## src/rtl/bcd_time_register_pkg.sv

```systemverilog
// Shared BCD definitions: digit width, digit bound and range-check helpers.
package bcd_time_register_pkg;

    localparam int unsigned BCD_W = 4;
    localparam logic [BCD_W-1:0] BCD_MAX_DIGIT = 4'd9;

    typedef logic [BCD_W-1:0] bcd_t;

    // True when the digit is a legal decimal digit (0-9).
    function automatic logic bcd_valid(input bcd_t digit);
        return digit <= BCD_MAX_DIGIT;
    endfunction

    // Decimal value of a tens/units pair, wide enough for invalid digits (max 165).
    function automatic logic [7:0] bcd_pair_to_int(input bcd_t msd, input bcd_t lsd);
        return (8'(msd) * 8'd10) + 8'(lsd);
    endfunction

endpackage

```

## src/rtl/bcd_digit.sv

```systemverilog
// Single 0-9 decade: next value and carry/borrow for one up or down step.
// wrap_value is the digit produced when the step rolls past 9 (up) or 0 (down).
module bcd_digit
    import bcd_time_register_pkg::*;
(
    input  logic [BCD_W-1:0] value,
    input  logic             step,
    input  logic             down,
    input  logic [BCD_W-1:0] wrap_value,
    output logic [BCD_W-1:0] next_c,
    output logic             carry_c
);

    // One decade step with carry out on 9->wrap (up) or borrow on 0->wrap (down).
    always_comb begin
        next_c  = value;
        carry_c = 1'b0;
        if (step) begin
            if (down) begin
                if (value == 4'd0) begin
                    next_c  = wrap_value;
                    carry_c = 1'b1;
                end else begin
                    next_c = value - 4'd1;
                end
            end else begin
                if (value >= BCD_MAX_DIGIT) begin
                    next_c  = wrap_value;
                    carry_c = 1'b1;
                end else begin
                    next_c = value + 4'd1;
                end
            end
        end
    end

endmodule

```

## src/rtl/bcd_time_register.sv

```systemverilog
// Two-digit BCD time register counting between MIN_VALUE and MAX_VALUE with
// parallel load and a combinational wrap (overflow) output for chaining.
// Down-counting is present only when BCD_TIME_REGISTER_DOWN_EN is defined.
module bcd_time_register
    import bcd_time_register_pkg::*;
#(
    parameter int unsigned MAX_VALUE = 59,
    parameter int unsigned MIN_VALUE = 0
) (
    input  logic             clk,
    input  logic             reset_n,
    input  logic             en,
    input  logic             load_en,
    input  logic [BCD_W-1:0] load_msd,
    input  logic [BCD_W-1:0] load_lsd,
    input  logic             dir,
    output logic [BCD_W-1:0] data_msd,
    output logic [BCD_W-1:0] data_lsd,
    output logic             overflow
);

    localparam bcd_t MAX_MSD = 4'(MAX_VALUE / 10);
    localparam bcd_t MAX_LSD = 4'(MAX_VALUE % 10);
    localparam bcd_t MIN_MSD = 4'(MIN_VALUE / 10);
    localparam bcd_t MIN_LSD = 4'(MIN_VALUE % 10);
    localparam logic [8:0] MAX_V = 9'(MAX_VALUE);
    localparam logic [8:0] MIN_V = 9'(MIN_VALUE);

    // Legal digits and inside [MIN_VALUE, MAX_VALUE]; +1 keeps the lower test non-trivial at MIN 0.
    function automatic logic in_bounds(input bcd_t msd, input bcd_t lsd);
        logic [8:0] v;
        v = 9'(bcd_pair_to_int(msd, lsd));
        return bcd_valid(msd) && bcd_valid(lsd) && ((v + 9'd1) > MIN_V) && (v <= MAX_V);
    endfunction

    bcd_t msd_q, lsd_q;
    bcd_t next_msd_c, next_lsd_c;
    bcd_t lsd_step_c, msd_step_c;
    bcd_t wrap_digit_c;
    logic lsd_carry_c;
    logic msd_carry_unused;
    logic down_c;
    logic at_max_c, at_min_c, wrap_c;

`ifdef BCD_TIME_REGISTER_DOWN_EN
    assign down_c = dir;
`else
    logic dir_unused;
    assign dir_unused = dir;
    assign down_c     = 1'b0;
`endif

    assign at_max_c     = (msd_q == MAX_MSD) && (lsd_q == MAX_LSD);
    assign at_min_c     = (msd_q == MIN_MSD) && (lsd_q == MIN_LSD);
    assign wrap_c       = down_c ? at_min_c : at_max_c;
    assign wrap_digit_c = down_c ? BCD_MAX_DIGIT : 4'd0;

    // Carry/borrow out to the next stage, valid in the cycle before the wrap edge.
    assign overflow = en & ~load_en & reset_n & wrap_c;

    bcd_digit u_lsd (
        .value      (lsd_q),
        .step       (en),
        .down       (down_c),
        .wrap_value (wrap_digit_c),
        .next_c     (lsd_step_c),
        .carry_c    (lsd_carry_c)
    );

    bcd_digit u_msd (
        .value      (msd_q),
        .step       (lsd_carry_c),
        .down       (down_c),
        .wrap_value (wrap_digit_c),
        .next_c     (msd_step_c),
        .carry_c    (msd_carry_unused)
    );

    // Next value: load beats count; bound wrap and corrupt state override the decade chain.
    always_comb begin
        next_msd_c = msd_q;
        next_lsd_c = lsd_q;
        if (load_en) begin
            if (in_bounds(load_msd, load_lsd)) begin
                next_msd_c = load_msd;
                next_lsd_c = load_lsd;
            end else begin
                next_msd_c = MIN_MSD;
                next_lsd_c = MIN_LSD;
            end
        end else if (en) begin
            if (!in_bounds(msd_q, lsd_q)) begin
                next_msd_c = MIN_MSD;
                next_lsd_c = MIN_LSD;
            end else if (wrap_c) begin
                next_msd_c = down_c ? MAX_MSD : MIN_MSD;
                next_lsd_c = down_c ? MAX_LSD : MIN_LSD;
            end else begin
                next_msd_c = msd_step_c;
                next_lsd_c = lsd_step_c;
            end
        end
    end

    // Digit registers with synchronous reset to MIN_VALUE.
    always_ff @(posedge clk) begin
        if (!reset_n) begin
            msd_q <= MIN_MSD;
            lsd_q <= MIN_LSD;
        end else begin
            msd_q <= next_msd_c;
            lsd_q <= next_lsd_c;
        end
    end

    assign data_msd = msd_q;
    assign data_lsd = lsd_q;

endmodule

```

## config.mk

```make
export PLATFORM = sky130hd
export DESIGN_NAME = bcd_time_register
export DESIGN_NICKNAME = d
export VERILOG_FILES = /design/src/rtl/bcd_time_register_pkg.sv /design/src/rtl/bcd_digit.sv /design/src/rtl/bcd_time_register.sv
export SDC_FILE = /design/constraint.sdc
export NUM_CORES = 1
export LEC_CHECK = 0
export ABC_AREA = 1
export CAP_MARGIN = 20
export CORE_ASPECT_RATIO = 0.6
export CORE_MARGIN = 1.5
export CORE_UTILIZATION = 59
export CTS_CLUSTER_SIZE = 8
export DETAILED_ROUTE_END_ITERATION = 8
export PLACE_DENSITY_LB_ADDON = 0.2
export SLEW_MARGIN = 20
export SYNTH_ARGS = -nofsm -noshare
export SYNTH_HDL_FRONTEND = slang
export SYNTH_SLANG_ARGS = --single-unit
```

## constraint.sdc

```tcl
create_clock -name clk -period 5.1 [get_ports clk]
set_clock_uncertainty 0.15 [all_clocks]
set_input_delay 1.02 -clock clk [delete_from_list [all_inputs] [get_ports clk]]
set_output_delay 1.02 -clock clk [all_outputs]
set_load 0.05 [all_outputs]
```

==> summary.txt <==
Outcome
  – Status: finished, final reports clean

Logic synthesis
  – Mapped Nets: 260
  – Syn Std Cell Area: about 1400 um2
  – Share of the synthesized area in the top cell type: 18.9%
  – Area contributors post-synth: nand2_1, ha_1, dfxtp_1
  – Post-synth EDFFs: 0
  – Synthesis Warnings: 0
  – Cell accounting for the most synthesized area: nand2_1
  – Most frequently used flop master after synthesis: dfxtp_1
  – Post-synthesis sequential area ratio: 11.2%
  – Syn Area/Cell: 6.44 um2
  – Synth Instances: 222
  – Post-synth ARST share: 0%
  – Synth cell types: 30
  – Synthesized flop and latch total: 8

Clocking
  – Clk slew on worst S/H paths: about 0.04 ns
  – CTS tree: built
  – Post_cts resized: 0
  – Clock Latency Late Sink: 0.23 ns
  – CTS Buf Count: 3
  – H-Tree Level Count: 1
  – Post-CTS Setup Bufs: 0
  – Clk sinks: 8
  – CTS Buffer Depth: 2
  – Root Driver: clkbuf_8
  – Post-CTS Hold Fix Bufs: 0

Detailed routing
  – Routed length on met1: 1740 um
  – First-pass DRT Iterations: 5
  – Routed WL per cell: ~12 um
  – Final WL: roughly 3300 um
  – Post-route ant nets: 0
  – Wire length on met2: 1290 um
  – Routed met3 length: 313 um
  – DRT iter0 DRCs: 199
  – Detailed-route vias per instance: 5.35
  – Drt drc: 0
  – Vias: 1472
  – Top Layer Used: met4

Die
  – Die area: 2740 um2
  – IO Pins: 22
  – Rows: 13
  – Core area: 2230 um2
  – Die X: 66.6 um
  – Initial Util: 64.2%
  – Vert. Die Dim: around 40 um

Setup path
  – R2R setup slack: roughly 2.2 ns
  – Critical path class: in2out
  – R2r startpoint: data_msd[1]
  – Worst r2r path cells: 14
  – Worst-path maximum fanout: 12
  – Critical path launch point type: input pin
  – Critical Path AT: 2.95 ns
  – Worst Setup End Kind: primary output
  – FF-to-FF End: data_msd[3]
  – Crit path required time: a little under 4 ns

STA
  – Final setup fails: 0
  – FMAX: 0.243 GHz
  – Hold WS: 0.511 ns
  – Period utilization: 80.7%
  – Max-slew violations: 0
  – Min Tclk post-route: a little over 4 ns
  – Setup tns final: 0 ns
  – Unrepaired setup endpoints after global routing: no
  – Rel. slew slack: between 60 and 70%
  – Worst-Margin Slew: 0.520 ns
  – Hold Violations, Final: 0

Hold path
  – Hold Path Origin: data_lsd[2]
  – Hold Crit Depth: 4
  – Hold Crit Class: reg2reg
  – Hold EP: data_lsd[2]

Place
  – DP HPWL: 2710 um
  – I/O Buffers: 20
  – RePlAce Congestion: between 0.9 and 1

Run
  – Max-cap violations: 0

Power
  – Pwr Density: 221 nW/um2
  – Peak VDD IR: 0.179 mV
  – P_leak: 0.000897 uW
  – Total power: 379 uW

Global route
  – Pin count of the biggest net entering global routing: 13
  – Number of global-route vias before repair: 1094
  – Global Route Usage Sum: 26.4%
  – Gr ovfl total: 0
  – Initial antenna violation count: 0
  – First-pass GRT wire length: 5120 um

Finish
  – Share of cells above drive strength 1: a little under a tenth
  – Commonest cells after routing, fill and taps aside: nand2_1, inv_1, ha_1
  – Synth-to-Final Area Change: 19.8%
  – Commonest non-fill, non-tap cell in the layout: nand2_1
  – # diodes: 0
  – Final #Nets: between 200 and 300
==> synthesized netlist by cell type, types with 2 or more instances <==
| library cell | number |
|---|---|
| ha_1 | 21 |
| nand3b_1 | 7 |
| nor2_4 | 2 |
| nand3_1 | 20 |
| xor2_2 | 2 |
| fa_1 | 4 |
| nor2_2 | 4 |
| nand2_2 | 3 |
| dfxtp_1 | 8 |
| inv_2 | 3 |
| a21oi_1 | 4 |
| nand4_1 | 7 |
| xor2_1 | 4 |
| o21ai_0 | 2 |
| o21ai_1 | 2 |
| nand2_1 | 72 |
| nor2_1 | 18 |
| nor3_1 | 2 |
| inv_1 | 26 |
==> per-stage QoR <==
step | instances | instance area, um2 | setup WS (ns) | utilization, %
2_1_floorplan | 222 | 1430 | 1.45 | -
3_3_place_gp | 272 | 1670 | 1.02 | 75.0
3_5_place_dp | 272 | 1670 | 0.983 | 75.0
4_1_cts | 275 | 1710 | 0.980 | 76.9
5_1_grt | 275 | 1710 | 0.887 | 76.9
6_report | 275 | 1710 | 0.982 | 76.9
==> area by class of cell <==
cell class	instances	area, um2
multi-input cells	182	1140
clock buffers	3	41.3
fillers	182	515
repair buffers	21	208
well taps	30	37.5
flip-flops and latches	8	160
inverters	31	130
==> kinds of logic (layout without fill, tap and decap cells) <==
family	count (synthesis)	after routing	share of synthesized area (%)
buf+inv	32	55	9.36
flops	8	8	11.2
fa+ha+maj	25	25	24.0
compound gates	12	12	5.69
xor+xnor	6	6	4.72
simple gates	139	139	45.1
==> critical path: stages <==
cell             delay [ns]
clkdlybuf4s50_1        0.61
nor2_1                 0.24
inv_1                  0.07
nor3_1                 0.16
clkdlybuf4s50_1        0.84
==> report_power, final <==
group          internal (uW)  total, uW  leakage (uW)  switching, uW
logic                   80.1        215      0.000809            135
registers               70.0       86.2     0.0000658           16.2
clock network           51.2       77.4     0.0000216           26.2
==> how the worst max path moves through the flow <==
stage	startpoint	slack (ns)	cells past startpoint	end
final	load_en	0.98	5	overflow
after global routing	load_en	0.89	5	overflow
after CTS	load_en	0.98	5	overflow
after detailed placement	load_en	0.98	5	overflow
after global placement	load_en	1.02	5	overflow
after floorplan	load_en	1.45	4	overflow
==> sequential cells by signal, summed over array words and instances (netlist names) <==
register and count:
data_lsd 4, data_msd 4
==> routing by layer <==
metal  vias up  track usage, %
li1        754               -
met1       641            40.7
met2        75            36.0
met3         2            6.59
met4         0            5.10
met5         -               0
No activity file was read; power rests on OpenSTA's default activity.
